`src/rtl/ovo_svm_sequencer.sv`:
```
// ovo_svm_sequencer: runs one shared binary SVM core over every one-vs-one
// class pair, tallies the votes, and returns the argmax class over valid/ack.
// Ports:
//   clk, rst_n      clock and async active-low reset
//   start           request a classification (taken only in IDLE)
//   features_i      sample features, latched on an accepted start
//   all_weights_i   packed per-pair weight slices
//   all_biases_i    packed per-pair biases
//   svm_ready       core frame-done strobe
//   svm_class       core class bit (1 = vote for j, 0 = vote for i)
//   ack             consumer acknowledge of the result
//   svm_weights_o   weights of the current pair
//   svm_bias_o      bias of the current pair
//   svm_inputs_o    latched features
//   busy            high outside IDLE and DONE
//   valid           result valid, held until ack
//   class_id        winning class
// Build option: define OVO_VOTE_DEBUG_EN to expose the vote counters on votes_o.
module ovo_svm_sequencer #(
    parameter int N_classes   = 6,
    parameter int N_features  = 11,
    parameter int weightWidth = 8,
    parameter int biasWidth   = 12,
    parameter int inputWidth  = 4,
    localparam int N_PAIRS    = N_classes * (N_classes - 1) / 2,
    localparam int CW         = $clog2(N_classes)
) (
    input  logic                                     clk,
    input  logic                                     rst_n,
    input  logic                                     start,
    input  logic [inputWidth*N_features-1:0]         features_i,
    input  logic [N_PAIRS*weightWidth*N_features-1:0] all_weights_i,
    input  logic [N_PAIRS*biasWidth-1:0]             all_biases_i,
    input  logic                                     svm_ready,
    input  logic                                     svm_class,
    input  logic                                     ack,
    output logic [weightWidth*N_features-1:0]        svm_weights_o,
    output logic [biasWidth-1:0]                     svm_bias_o,
    output logic [inputWidth*N_features-1:0]         svm_inputs_o,
    output logic                                     busy,
    output logic                                     valid,
    output logic [CW-1:0]                            class_id
`ifdef OVO_VOTE_DEBUG_EN
    ,
    output logic [N_classes*CW-1:0]                  votes_o
`endif
);

    localparam int PW  = (N_PAIRS > 1) ? $clog2(N_PAIRS) : 1;
    localparam int WSL = weightWidth * N_features;

    typedef enum logic [2:0] {
        S_IDLE,
        S_ALIGN,
        S_RUN,
        S_ARGMAX,
        S_DONE
    } state_t;

    state_t r_state;
    state_t w_next;

    logic [PW-1:0]                  r_pair;
    logic [CW-1:0]                  r_i;
    logic [CW-1:0]                  r_j;
    logic [CW-1:0]                  r_votes [N_classes];
    logic [CW-1:0]                  r_k;
    logic [CW-1:0]                  r_best;
    logic [CW-1:0]                  r_best_cnt;
    logic [CW-1:0]                  r_class_id;
    logic                           r_valid;
    logic [inputWidth*N_features-1:0] r_feat;

    logic w_accept;
    logic w_vote;
    logic w_scan;
    logic w_release;
    logic w_last_pair;
    logic w_k_last;
    logic w_gt;

    assign w_last_pair = (r_pair == PW'(N_PAIRS - 1));
    assign w_k_last    = (r_k == CW'(N_classes - 1));
    // Strictly greater keeps the lowest index on ties.
    assign w_gt        = (r_votes[r_k] > r_best_cnt);

    always_ff @(posedge clk or negedge rst_n) begin
        if (!rst_n) begin
            r_state <= S_IDLE;
        end else begin
            r_state <= w_next;
        end
    end

    always_comb begin
        w_next    = r_state;
        w_accept  = 1'b0;
        w_vote    = 1'b0;
        w_scan    = 1'b0;
        w_release = 1'b0;
        unique case (r_state)
            S_IDLE: begin
                if (start) begin
                    w_accept = 1'b1;
                    w_next   = S_ALIGN;
                end
            end
            // The core frame in flight used stale inputs; drop its result.
            S_ALIGN: begin
                if (svm_ready) begin
                    w_next = S_RUN;
                end
            end
            S_RUN: begin
                if (svm_ready) begin
                    w_vote = 1'b1;
                    if (w_last_pair) begin
                        w_next = S_ARGMAX;
                    end
                end
            end
            S_ARGMAX: begin
                w_scan = 1'b1;
                if (w_k_last) begin
                    w_next = S_DONE;
                end
            end
            S_DONE: begin
                if (ack) begin
                    w_release = 1'b1;
                    w_next    = S_IDLE;
                end
            end
            default: begin
                w_next = S_IDLE;
            end
        endcase
    end

    // Pair index and its (i,j) class pair advance together, only on ready,
    // so the core sees the new slice from its first feature.
    always_ff @(posedge clk or negedge rst_n) begin
        if (!rst_n) begin
            r_pair <= '0;
            r_i    <= '0;
            r_j    <= CW'(1);
        end else if (w_accept || w_release) begin
            r_pair <= '0;
            r_i    <= '0;
            r_j    <= CW'(1);
        end else if (w_vote && !w_last_pair) begin
            r_pair <= r_pair + PW'(1);
            if (r_j == CW'(N_classes - 1)) begin
                r_i <= r_i + CW'(1);
                r_j <= r_i + CW'(2);
            end else begin
                r_j <= r_j + CW'(1);
            end
        end
    end

    always_ff @(posedge clk or negedge rst_n) begin
        if (!rst_n) begin
            for (int k = 0; k < N_classes; k++) begin
                r_votes[k] <= '0;
            end
        end else if (w_accept) begin
            for (int k = 0; k < N_classes; k++) begin
                r_votes[k] <= '0;
            end
        end else if (w_vote) begin
            if (svm_class) begin
                r_votes[r_j] <= r_votes[r_j] + CW'(1);
            end else begin
                r_votes[r_i] <= r_votes[r_i] + CW'(1);
            end
        end
    end

    always_ff @(posedge clk or negedge rst_n) begin
        if (!rst_n) begin
            r_k        <= '0;
            r_best     <= '0;
            r_best_cnt <= '0;
            r_class_id <= '0;
            r_valid    <= 1'b0;
        end else begin
            if (w_vote && w_last_pair) begin
                r_k        <= '0;
                r_best     <= '0;
                r_best_cnt <= '0;
            end
            if (w_scan) begin
                if (w_gt) begin
                    r_best     <= r_k;
                    r_best_cnt <= r_votes[r_k];
                end
                if (w_k_last) begin
                    r_class_id <= w_gt ? r_k : r_best;
                    r_valid    <= 1'b1;
                end else begin
                    r_k <= r_k + CW'(1);
                end
            end
            if (w_release) begin
                r_valid <= 1'b0;
            end
        end
    end

    always_ff @(posedge clk or negedge rst_n) begin
        if (!rst_n) begin
            r_feat <= '0;
        end else if (w_accept) begin
            r_feat <= features_i;
        end
    end

    assign svm_weights_o = all_weights_i[int'(r_pair) * WSL +: WSL];
    assign svm_bias_o    = all_biases_i[int'(r_pair) * biasWidth +: biasWidth];
    assign svm_inputs_o  = r_feat;
    assign busy          = (r_state != S_IDLE) && (r_state != S_DONE);
    assign valid         = r_valid;
    assign class_id      = r_class_id;

`ifdef OVO_VOTE_DEBUG_EN
    always_comb begin
        votes_o = '0;
        for (int k = 0; k < N_classes; k++) begin
            votes_o[k*CW +: CW] = r_votes[k];
        end
    end
`endif

endmodule

```
`config.mk`:
```
export PLATFORM = sky130hd
export DESIGN_NAME = ovo_svm_sequencer
export DESIGN_NICKNAME = d
export VERILOG_FILES = /design/src/rtl/ovo_svm_sequencer.sv
export SDC_FILE = /design/constraint.sdc
export NUM_CORES = 1
export LEC_CHECK = 0
export ABC_CLOCK_PERIOD_IN_PS = 2700
export BUFFER_PORTS_ARGS = -buffer_cell sky130_fd_sc_hd__buf_2
export CORE_AREA = 4 4 665 667
export DETAILED_ROUTE_END_ITERATION = 7
export DIE_AREA = 0 0 669 671
export SYNTH_ARGS = -nofsm -noshare
export SYNTH_HDL_FRONTEND = slang
export SYNTH_SLANG_ARGS = --single-unit
```
`constraint.sdc`:
```
create_clock -name clk -period 2.7 [get_ports clk]
set_input_delay 0.27 -clock clk [delete_from_list [all_inputs] [get_ports clk]]
set_output_delay 0.27 -clock clk [all_outputs]
set_load 0.005 [all_outputs]
```
Yosys cells after proc, flatten, opt, wreduce, memory -nomap -nowiden
Cells that the tools add are included.

operators by class
  shifts and indexed selects = 2
  multipliers = 2
  reduce and logical (&&, ||, !) cells = 18
  bitwise gates (word level) = 3
  $lt $le $gt $ge = 6
  mux-type cells = 53
  $add $sub $neg = 7
  equal/unequal tests = 14

operator list
  cell                   count
  $shiftx A1320 B12 Y88  1
  $shiftx A180 B9 Y12    1
  $mux W3                30
  $mux W18               3
  $bwmux W18             2
  $bmux W3 S3            3
  $demux W3 S3           2
  $add A3 B1 Y3 const B  5
  $pmux W3 S5            1
  $ge A4 B4 Y1 const B   3
  $ne A2 B2 Y1 const B   6
  $not A3 Y4             3
  $mux W1                10
  $reduce_bool A2 Y1     5
  $eq A3 B3 Y1 const B   3
  $lt A4 B1 Y1 const B   2
  $mul A4 B4 Y8 const B  1
  $mux W4                2
  $eq A3 B2 Y1 const B   2
  $mul A4 B2 Y6 const B  1
  $reduce_and A2 Y1      3
  $reduce_and A6 Y1      1
  $logic_and A1 B1 Y1    5
  $add A4 B1 Y4 const B  1
  9 further kinds        9

storage, ports and cells
  output and inout port bits = 149
  input port bits = 1550
  bits in registers = 88

Longest topological paths before layout
Gate-level depths: netlist (run 1).

  depth after elaboration = 9
  gate-level depth with buffers = 14

Worst setup path before layout (run 1)
OpenSTA, ideal clock, no wires.

  kind = register to register
  start = register r_pair[0]
  end = register r_i[2]
  arrival = 2.606 ns
  slack = -0.039 ns
  buffers on the path = 7
  period minus slack after synthesis = 2.739 ns
  setup time = 0.133 ns
  required time = 2.567 ns
  stages on the path, launching flop included = 15
  path through = dfrtp_1 > buf_6 > buf_12 > buf_4 > buf_4 > buf_2 > buf_4 > inv_1 > ha_1 > and3_1 > nor4_1 > buf_2 > nand4_1 > xnor2_1 > nor2_1

on the way
  cells in the longest elaborated chain, start to end = 5

RTL lines
  element                              RTL line  text
  start: declaration                   63        logic [PW-1:0] r_pair;
  start signal: assignment             152       r_pair <= r_pair + PW'(1);
  $eq A4 B4 Y1                         82        assign w_last_pair = (r_pair == PW'(N_PAIRS - 1));
  $logic_not A1 Y1                     151       end else if (w_vote && !w_last_pair) begin
  $logic_and A1 B1 Y1                  151
  $reduce_bool A2 Y1 (no source line)  n/a
  $reduce_and A2 Y1 (no source line)   n/a
  end signal: assignment               154       r_i <= r_i + CW'(1);
  end: declaration                     64        logic [CW-1:0] r_i;

No other way between the ends.
A chain may end at the register's enable or synchronous reset.

Worst setup path in the final report (run 1)
  start = register r_pair[1]
  end = output svm_weights_o[34]

on the way
  cells in the longest elaborated chain, start to end = 2

RTL lines
  element                RTL line  text
  $mul A4 B4 Y8          219       assign svm_weights_o = all_weights_i[int'(r_pair) * WSL +: WSL];
  $shiftx A1320 B12 Y88  219
  end: declaration       37        output logic [weightWidth*N_features-1:0] svm_weights_o,

No other way between the ends.

==> flow_results.xml, run 1 <==
<?xml version="1.0" encoding="UTF-8"?>
<metrics>
  <group name="outcome">
    <metric name="status" unit="">finished, violations left</metric>
    <metric name="violations" unit="">negative setup slack</metric>
  </group>
  <group name="die">
    <metric name="fp.dieH" unit="microns">671</metric>
    <metric name="initial_utilization" unit="">0.03800</metric>
    <metric name="core" unit="sq um">436600</metric>
    <metric name="design.portCount" unit="">1699</metric>
    <metric name="die_x" unit="microns">669</metric>
    <metric name="die_footprint" unit="sq um">448900</metric>
    <metric name="row_count" unit="">243</metric>
  </group>
  <group name="worst_setup_path">
    <metric name="path_max_fanout" unit="">10</metric>
    <metric name="setup.reg_to_reg.worst_slack" unit="ps">80</metric>
    <metric name="critPathLaunchType" unit="">register</metric>
    <metric name="slowest_delay" unit="ps">720</metric>
    <metric name="worstSetupEndpointType" unit="">output port</metric>
    <metric name="rr_endpoint" unit="">r_votes[14]$_DFFE_PN0P_</metric>
    <metric name="critical_path_class" unit="">register to output port</metric>
    <metric name="worst_r2r_startpoint" unit="">r_j[0]$_DFFE_PN1P_</metric>
    <metric name="worst-endpoint-arrival" unit="ps">2860</metric>
    <metric name="path_depth_of_the_worst_reg2reg_path" unit="">10</metric>
    <metric name="critPathSlowestCell" unit="">sky130_fd_sc_hd__o211ai_1</metric>
    <metric name="cp_cell_sequence" unit="">buf_12, buf_16, buf_12, buf_12, mux2i_1, o211ai_1, o211ai_1, o21ai_1, buf_2</metric>
    <metric name="cp.required" unit="ps">2430</metric>
    <metric name="critPathMostFrequentCell" unit="">sky130_fd_sc_hd__buf_12</metric>
  </group>
  <group name="timing">
    <metric name="rsz_0062_raised_after_global_routing" unit="">true</metric>
    <metric name="final_hold_viol_count" unit="">0</metric>
    <metric name="max_clock_freq" unit="GHz">0.3193</metric>
    <metric name="report.final.setup_viol" unit="">100</metric>
    <metric name="slew-limit-headroom" unit="">0.3890</metric>
    <metric name="final.min_clock_period" unit="ps">3132</metric>
    <metric name="tightestPinTransition" unit="ps">912.4</metric>
    <metric name="period_share" unit="">1.160</metric>
    <metric name="layout_setup_ws" unit="ps">-431.6</metric>
    <metric name="finalClockSkew" unit="ps">8.564</metric>
    <metric name="slew_viol_final" unit="">0</metric>
  </group>
  <group name="synth">
    <metric name="dominantRegCellSynth" unit="">sky130_fd_sc_hd__dfrtp_1</metric>
    <metric name="syn_nets" unit="">3044</metric>
    <metric name="synthDistinctLibCells" unit="">53</metric>
    <metric name="synth_edf_count" unit="">0</metric>
    <metric name="share_of_synthesized_flip_flops_with_an_asynchronous_set_or_reset" unit="">1.000</metric>
    <metric name="synth.yosys.warnings" unit="">0</metric>
    <metric name="ys_seq_area_frac" unit="">0.1328</metric>
    <metric name="syn_inst" unit="">1479</metric>
    <metric name="synthesis.area" unit="sq um">16590</metric>
    <metric name="average_cell_area_after_synthesis" unit="sq um">11.22</metric>
    <metric name="synth.ff_latch_count" unit="">88</metric>
  </group>
  <group name="grt">
    <metric name="globalRouteOverflowTotal" unit="">0</metric>
    <metric name="antenna_found_initial" unit="">645</metric>
    <metric name="grt_max_degree" unit="">56</metric>
    <metric name="vias_in_the_first_global_route" unit="">24710</metric>
    <metric name="grt_pass1_wl" unit="mm">426.2</metric>
    <metric name="global_route.usage.total" unit="">0.1595</metric>
  </group>
  <group name="cts">
    <metric name="clk_pin_slew" unit="ps">70</metric>
    <metric name="cts_tree" unit="">done</metric>
    <metric name="clkSinkCount" unit="">88</metric>
    <metric name="clock_insertion_delay_worst_skew" unit="ps">370</metric>
    <metric name="numCtsBuffers" unit="">9</metric>
    <metric name="cts_root_buf" unit="">sky130_fd_sc_hd__clkbuf_16</metric>
    <metric name="ctsHtreeMaxLevel" unit="">3</metric>
    <metric name="max-clock-path-buffers" unit="">2</metric>
  </group>
  <group name="drt">
    <metric name="number_of_vias_per_cell_after_detailed_routing" unit="">3.045</metric>
    <metric name="drt-wirelength-per-cell" unit="microns">40.10</metric>
    <metric name="final_antenna_net_count" unit="">0</metric>
    <metric name="drc" unit="">0</metric>
    <metric name="first_iter_violations" unit="">3696</metric>
    <metric name="via_count" unit="">28870</metric>
    <metric name="drt_first_pass_iters" unit="">7</metric>
    <metric name="drt_wl_total" unit="mm">380.2</metric>
  </group>
  <group name="final_layout">
    <metric name="finalInstanceArea" unit="sq um">38480</metric>
    <metric name="finish.net_count" unit="">4927</metric>
    <metric name="final.fill_count" unit="">50800</metric>
    <metric name="final-instance-count-excl-fill" unit="">9480</metric>
    <metric name="layout-drive-gt1-share" unit="">0.7389</metric>
    <metric name="area.growth.synth_to_final" unit="%">131.9</metric>
  </group>
  <group name="placed_design">
    <metric name="gp_routability_congestion" unit="">1.149</metric>
    <metric name="pre_cts_slack" unit="ps">-424.8</metric>
    <metric name="dpl-instance-area" unit="sq um">34060</metric>
    <metric name="port_buffers" unit="">1698</metric>
    <metric name="place_inst" unit="">8958</metric>
    <metric name="dp_hpwl" unit="mm">349.2</metric>
  </group>
  <group name="pwr">
    <metric name="ir_drop" unit="uV">392.5</metric>
    <metric name="p_leak" unit="nW">14.96</metric>
    <metric name="power_density" unit="nW/um^2">1079</metric>
  </group>
  <group name="min_path">
    <metric name="holdPathStages" unit="">3</metric>
    <metric name="hold_class" unit="">primary input to register</metric>
    <metric name="hold_path_end" unit="">svm_inputs_o[19]$_DFFE_PN0P_</metric>
    <metric name="worst_hold_startpoint" unit="">features_i[19]</metric>
  </group>
  <group name="job">
    <metric name="drv_cap" unit="">0</metric>
  </group>
</metrics>
==> cell usage after synthesis (all sizes together) (4+ instances only) <==
cell | number | share of area
a21oi | 15 | 0.0048
nor3b | 4 | 0.0018
dfrtp | 87 | 0.13
nor2 | 35 | 0.0079
o21ai | 126 | 0.038
ha | 15 | 0.011
and3 | 4 | 0.0015
a22oi | 6 | 0.0027
buf | 98 | 0.039
nand2 | 269 | 0.061
nand2b | 4 | 0.0015
clkbuf | 70 | 0.016
nand3 | 20 | 0.0060
mux2i | 175 | 0.11
inv | 16 | 0.0036
mux4 | 352 | 0.48
nor2b | 4 | 0.0015
a31oi | 11 | 0.0054
xor2 | 6 | 0.0032
a32oi | 5 | 0.0026
o211ai | 106 | 0.048
nand4 | 6 | 0.0023
nand3b | 6 | 0.0027
==> through the flow <==
stage | setup TNS (ps) | total power [mW] | hold slack (ps) | util
after floorplan | -17.24 | 15.54 | -25.59 | -
after global placement | -5708 | 33.46 | 311.0 | 0.07800
after detailed placement | -5391 | 33.67 | 317.0 | 0.07800
after CTS | -27830 | 40.16 | 78.17 | 0.08394
after global routing | -29720 | 43.24 | 100.3 | 0.08718
final | -22770 | 41.53 | 103.0 | 0.08814
==> registers in the layout, indices dropped and copies added (netlist names) <==
name          count
r_i               3
r_votes          18
r_state           3
r_j               3
r_best_cnt        3
r_best            3
valid             1
r_pair            4
class_id          3
svm_inputs_o     44
r_k               3
==> area by class of cell <==
type	count	area [sq um]	area share
multi-input cells	1207	13890	0.3609
clock buffers	10	239.0	0.006210
flip-flops and latches	88	2221	0.05771
clock inverters	6	67.56	0.001756
repair buffers	2040	13910	0.3615
inverters	16	60.06	0.001561
well taps	5757	7203	0.1872
diodes	356	890.9	0.02315
==> cells by family (layout without fill, tap and decap cells) <==
kind of cell,after synthesis,after routing,share of synthesized area
other,0,356,0
DFF,88,88,0.1328
xor gates and xnor gates,8,8,0.004223
AOI/OAI and AO/OA,288,288,0.1109
muxes,530,530,0.5893
adders and majority gates,15,15,0.01131
buffers and inverters,184,2072,0.05867
and+or+nand+nor,366,366,0.09284
==> cells in the final DEF (no fill, tap or decap), types with 7 or more instances in the layout <==
cell / n
sky130_fd_sc_hd__buf_2: 1642
sky130_fd_sc_hd__diode_2: 356
sky130_fd_sc_hd__mux4_2: 345
sky130_fd_sc_hd__nand2_1: 268
sky130_fd_sc_hd__buf_4: 149
sky130_fd_sc_hd__mux2i_1: 146
sky130_fd_sc_hd__o211ai_1: 106
sky130_fd_sc_hd__buf_12: 104
sky130_fd_sc_hd__dfrtp_1: 81
sky130_fd_sc_hd__buf_6: 67
sky130_fd_sc_hd__o21ai_0: 62
sky130_fd_sc_hd__nor2_1: 35
sky130_fd_sc_hd__o21ai_2: 30
sky130_fd_sc_hd__buf_8: 30
sky130_fd_sc_hd__o21ai_1: 29
sky130_fd_sc_hd__buf_16: 29
sky130_fd_sc_hd__clkbuf_16: 23
sky130_fd_sc_hd__mux2i_4: 19
sky130_fd_sc_hd__nand3_1: 17
sky130_fd_sc_hd__inv_1: 16
sky130_fd_sc_hd__ha_1: 15
sky130_fd_sc_hd__a21oi_1: 14
sky130_fd_sc_hd__mux2i_2: 10
sky130_fd_sc_hd__a31oi_1: 9
sky130_fd_sc_hd__mux4_1: 7
==> critical path, delay by kind of cell (launching register included) <==
family / cells / cell delay, ps
compound gates: 3 / 1030
buf+inv: 5 / 770
flops: 1 / 520
mux: 1 / 110
==> where the power goes <==
group	leakage [nW]	switching, mW	internal (mW)
Sequential	1.09	0.567	1.93
Combinational	13.7	19.8	17.9
Clock	0.147	0.579	0.746
==> worst max path at each step <==
stage,cells past startpoint,slack (ps),start,endpoint
final,9,-430,r_pair[1]$_DFFE_PN0P_,svm_weights_o[34]
after global routing,9,-400,r_pair[1]$_DFFE_PN0P_,svm_weights_o[34]
after CTS,7,-410,r_pair[0]$_DFFE_PN0P_,svm_weights_o[20]
after detailed placement,7,-420,r_pair[1]$_DFFE_PN0P_,svm_weights_o[10]
after global placement,7,-680,r_pair[0]$_DFFE_PN0P_,svm_bias_o[11]
after floorplan,14,-20,r_pair[0]$_DFFE_PN0P_,r_i[2]$_DFFE_PN0P_
==> per-layer routing <==
layer / wire [microns] / track usage
met1: 123900 / 0.1598
met3: 66030 / 0.1186
met4: 14080 / 0.04305
met5: 3126 / 0.01966
met2: 173000 / 0.2579
==> what timing repair did <==
action	CTS	global route
endpoints found under the hold margin	38	0
gates cloned	23	14
pin swaps	21	33
gates resized for setup	298	108
buffers inserted	69	63
setup endpoints to repair	100	116
hold buffers	1	0
(Power assumes the default switching activity.)
==> run 2, diff against run 1 <==
--- a/config.mk
+++ b/config.mk
@@ -5,7 +5,7 @@
 export SDC_FILE = /design/constraint.sdc
 export NUM_CORES = 1
 export LEC_CHECK = 0
-export ABC_CLOCK_PERIOD_IN_PS = 2700
+export ABC_CLOCK_PERIOD_IN_PS = 2790
 export BUFFER_PORTS_ARGS = -buffer_cell sky130_fd_sc_hd__buf_2
 export CORE_AREA = 4 4 665 667
 export DETAILED_ROUTE_END_ITERATION = 7
==> constraint.sdc (replaced) <==
create_clock -name clk -period 2.79 [get_ports clk]
set_input_delay 0.279 -clock clk [delete_from_list [all_inputs] [get_ports clk]]
set_output_delay 0.279 -clock clk [all_outputs]
set_load 0.005 [all_outputs]
==> run 2 against run 1 <==
Compared with the run above:
- the flow still finishes with violations (negative setup slack)
- sequential share of layout area increased by 0.077 points
- via count is 0.85% lower
- cell count down 0.84%
- critical path depth down 4
- flip-flop and latch count unchanged
- hold slack worse by 16 ps
- combinational power down 5.6%
- clock skew increased by 8.1 ps
- non-clock buffer count is 6 lower
- die area is the same
- power shrank 4.7%
==> flow_results.xml, run 2 (synthesized netlist as in run 1, its figures left out) <==
<?xml version="1.0" encoding="UTF-8"?>
<metrics>
  <group name="timing">
    <metric name="final.min_clock_period" unit="ps">3191</metric>
    <metric name="layout_setup_ws" unit="ps">-401.4</metric>
    <metric name="slew-limit-headroom" unit="">0.3621</metric>
    <metric name="slew_viol_final" unit="">0</metric>
    <metric name="rsz_0062_raised_after_global_routing" unit="">true</metric>
    <metric name="max_clock_freq" unit="GHz">0.3133</metric>
    <metric name="period_share" unit="">1.144</metric>
    <metric name="tightestPinTransition" unit="ps">952.7</metric>
    <metric name="report.final.setup_viol" unit="">100</metric>
    <metric name="hold-worst-slack" unit="ps">86.88</metric>
    <metric name="final_hold_viol_count" unit="">0</metric>
    <metric name="finalClockSkew" unit="ps">16.66</metric>
  </group>
  <group name="worst_setup_path">
    <metric name="worst-endpoint-arrival" unit="ps">2910</metric>
    <metric name="path_max_fanout" unit="">5</metric>
    <metric name="rr_endpoint" unit="">r_j[0]$_DFFE_PN1P_</metric>
    <metric name="critical_path_class" unit="">register to output port</metric>
    <metric name="path_depth_of_the_worst_reg2reg_path" unit="">13</metric>
    <metric name="worst_r2r_startpoint" unit="">r_pair[0]$_DFFE_PN0P_</metric>
    <metric name="critPathLaunchType" unit="">register</metric>
    <metric name="setup.reg_to_reg.worst_slack" unit="ps">160</metric>
    <metric name="worstSetupEndpointType" unit="">output port</metric>
    <metric name="cp.required" unit="ps">2510</metric>
  </group>
  <group name="die">
    <metric name="die_x" unit="microns">669</metric>
    <metric name="fp.dieH" unit="microns">671</metric>
    <metric name="core" unit="sq um">436600</metric>
    <metric name="die_footprint" unit="sq um">448900</metric>
    <metric name="design.portCount" unit="">1699</metric>
    <metric name="initial_utilization" unit="">0.03800</metric>
    <metric name="row_count" unit="">243</metric>
  </group>
  <group name="pwr">
    <metric name="p_sw" unit="mW">20.25</metric>
    <metric name="p_comb_frac" unit="">0.900</metric>
    <metric name="ir_drop" unit="uV">378.0</metric>
    <metric name="p_int" unit="mW">19.32</metric>
    <metric name="power.share.sequential" unit="">0.065</metric>
    <metric name="p_leak" unit="nW">14.87</metric>
    <metric name="power_density" unit="nW/um^2">1043</metric>
    <metric name="p_sw_frac" unit="">0.5117</metric>
    <metric name="power.clock.fraction" unit="">0.036</metric>
  </group>
  <group name="final_layout">
    <metric name="finish.net_count" unit="">4921</metric>
    <metric name="largest_register_ffs" unit="">44</metric>
    <metric name="final-instance-count-excl-fill" unit="">9400</metric>
    <metric name="finish.utilization" unit="">0.08688</metric>
    <metric name="finalInstanceArea" unit="sq um">37930</metric>
    <metric name="commonest_non_fill_non_tap_cell_in_the_layout" unit="">sky130_fd_sc_hd__buf_2</metric>
    <metric name="area.growth.synth_to_final" unit="%">128.6</metric>
    <metric name="layout-drive-gt1-share" unit="">0.7406</metric>
    <metric name="most-common-layout-cells" unit="">sky130_fd_sc_hd__buf_2 (1643), sky130_fd_sc_hd__mux4_2 (344), sky130_fd_sc_hd__nand2_1 (242)</metric>
  </group>
  <group name="outcome">
    <metric name="violations" unit="">negative setup slack</metric>
    <metric name="status" unit="">finished, violations left</metric>
  </group>
  <group name="job">
    <metric name="drv_cap" unit="">0</metric>
  </group>
  <group name="grt">
    <metric name="antenna_found_initial" unit="">659</metric>
    <metric name="vias_in_the_first_global_route" unit="">24540</metric>
    <metric name="global_route.usage.total" unit="">0.1603</metric>
    <metric name="globalRouteOverflowTotal" unit="">0</metric>
    <metric name="grt_pass1_wl" unit="mm">427.6</metric>
    <metric name="grt_max_degree" unit="">49</metric>
  </group>
  <group name="placed_design">
    <metric name="dpl-instance-area" unit="sq um">33620</metric>
    <metric name="port_buffers" unit="">1698</metric>
    <metric name="gp_routability_congestion" unit="">1.176</metric>
    <metric name="place_inst" unit="">8954</metric>
    <metric name="dp_hpwl" unit="mm">346.1</metric>
  </group>
  <group name="drt">
    <metric name="via_count" unit="">28620</metric>
    <metric name="number_of_vias_per_cell_after_detailed_routing" unit="">3.045</metric>
    <metric name="drt_wl_total" unit="mm">382.4</metric>
    <metric name="final_antenna_net_count" unit="">0</metric>
    <metric name="drc" unit="">0</metric>
    <metric name="drt_first_pass_iters" unit="">6</metric>
    <metric name="drt-wirelength-per-cell" unit="microns">40.68</metric>
    <metric name="first_iter_violations" unit="">3407</metric>
  </group>
  <group name="cts">
    <metric name="max-clock-path-buffers" unit="">2</metric>
    <metric name="ctsHtreeMaxLevel" unit="">3</metric>
    <metric name="clk_pin_slew" unit="ps">80</metric>
    <metric name="clkSinkCount" unit="">88</metric>
    <metric name="cts_tree" unit="">done</metric>
    <metric name="clock_insertion_delay_worst_skew" unit="ps">390</metric>
    <metric name="numCtsBuffers" unit="">9</metric>
    <metric name="cts_root_buf" unit="">sky130_fd_sc_hd__clkbuf_16</metric>
  </group>
  <group name="min_path">
    <metric name="hold_class" unit="">primary input to register</metric>
    <metric name="worst_hold_startpoint" unit="">features_i[6]</metric>
    <metric name="holdPathStages" unit="">3</metric>
    <metric name="hold_path_end" unit="">svm_inputs_o[6]$_DFFE_PN0P_</metric>
  </group>
</metrics>
-- run 2: cell types whose count changed in the layout (fill, tap and decap cells not counted), moves of 3 or more --
cell	delta
sky130_fd_sc_hd__buf_4	+11
sky130_fd_sc_hd__o21ai_0	+6
sky130_fd_sc_hd__buf_6	+10
sky130_fd_sc_hd__nand3_1	+3
sky130_fd_sc_hd__nand2_4	+12
sky130_fd_sc_hd__mux2i_1	+7
sky130_fd_sc_hd__nand2_1	-26
sky130_fd_sc_hd__o21ai_2	-3
sky130_fd_sc_hd__mux2i_2	-5
sky130_fd_sc_hd__buf_12	-25
sky130_fd_sc_hd__diode_2	-74
sky130_fd_sc_hd__nand2_2	+14
-- run 2: cell type report --
| cell class | instances | area, sq um |
|---|---|---|
| multi-input cells | 1207 | 13900 |
| fillers | 50860 | 398700 |
| flip-flops and latches | 88 | 2218 |
| repair buffers | 2034 | 13510 |
| clock buffers | 10 | 239.0 |
| diodes | 282 | 705.7 |
| clock inverters | 6 | 92.59 |
| inverters | 16 | 60.06 |
| well taps | 5757 | 7203 |
-- run 2: how the worst max path moves through the flow --
stage | start | end | slack [ps] | depth (start not counted)
floorplan | r_pair[0]$_DFFE_PN0P_ | r_i[2]$_DFFE_PN0P_ | 50 | 14
global placement | r_pair[0]$_DFFE_PN0P_ | svm_weights_o[80] | -400 | 8
detailed placement | r_pair[0]$_DFFE_PN0P_ | svm_weights_o[80] | -410 | 8
CTS | r_pair[0]$_DFFE_PN0P_ | svm_weights_o[75] | -420 | 6
global route | r_pair[0]$_DFFE_PN0P_ | svm_weights_o[10] | -430 | 7
finish | r_pair[0]$_DFFE_PN0P_ | svm_weights_o[23] | -400 | 5
-- run 2: what timing repair did --
item                                    CTS  global route
pin swaps                                25            58
endpoints found under the setup margin   99           106
endpoints found under the hold margin    33             0
setup buffers                            70            62
resized for setup                       279           164
hold buffers                              1             0
gates cloned                             23            11
-- run 2: per-stage QoR --
stage	setup WS (ps)	total power, mW	setup TNS [ps]
4_1_cts	-421.3	37.96	-27840
3_3_place_gp	-399.3	31.19	-1444
6_report	-401.4	39.57	-24580
5_1_grt	-430.0	41.36	-31330
3_5_place_dp	-412.4	31.39	-1591
2_1_floorplan	50.69	15.03	0
-- run 2: worst max-delay path: stages, from the launching register on --
cell	delay, ps
sky130_fd_sc_hd__dfrtp_4	480
sky130_fd_sc_hd__buf_12	150
sky130_fd_sc_hd__clkbuf_16	190
sky130_fd_sc_hd__mux4_2	810
sky130_fd_sc_hd__mux4_2	610
sky130_fd_sc_hd__buf_12	170
-- run 2: layer usage --
metal	part of all wire	global-route usage	vias up
li1	-	-	10210
met5	0.0073	0.01375	-
met1	0.33	0.1602	13240
met4	0.040	0.03409	374
met3	0.17	0.1239	1440
met2	0.45	0.2609	3354
-- run 2: power by group through the flow --
stage          clock [mW]  combinational [mW]  sequential (mW)
6_report             1.41                35.6             2.57
5_1_grt              1.52                37.2             2.65
4_1_cts              1.48                33.9             2.56
3_5_place_dp            0                28.8             2.57
3_3_place_gp            0                28.7             2.53
2_1_floorplan           0                12.8             2.22
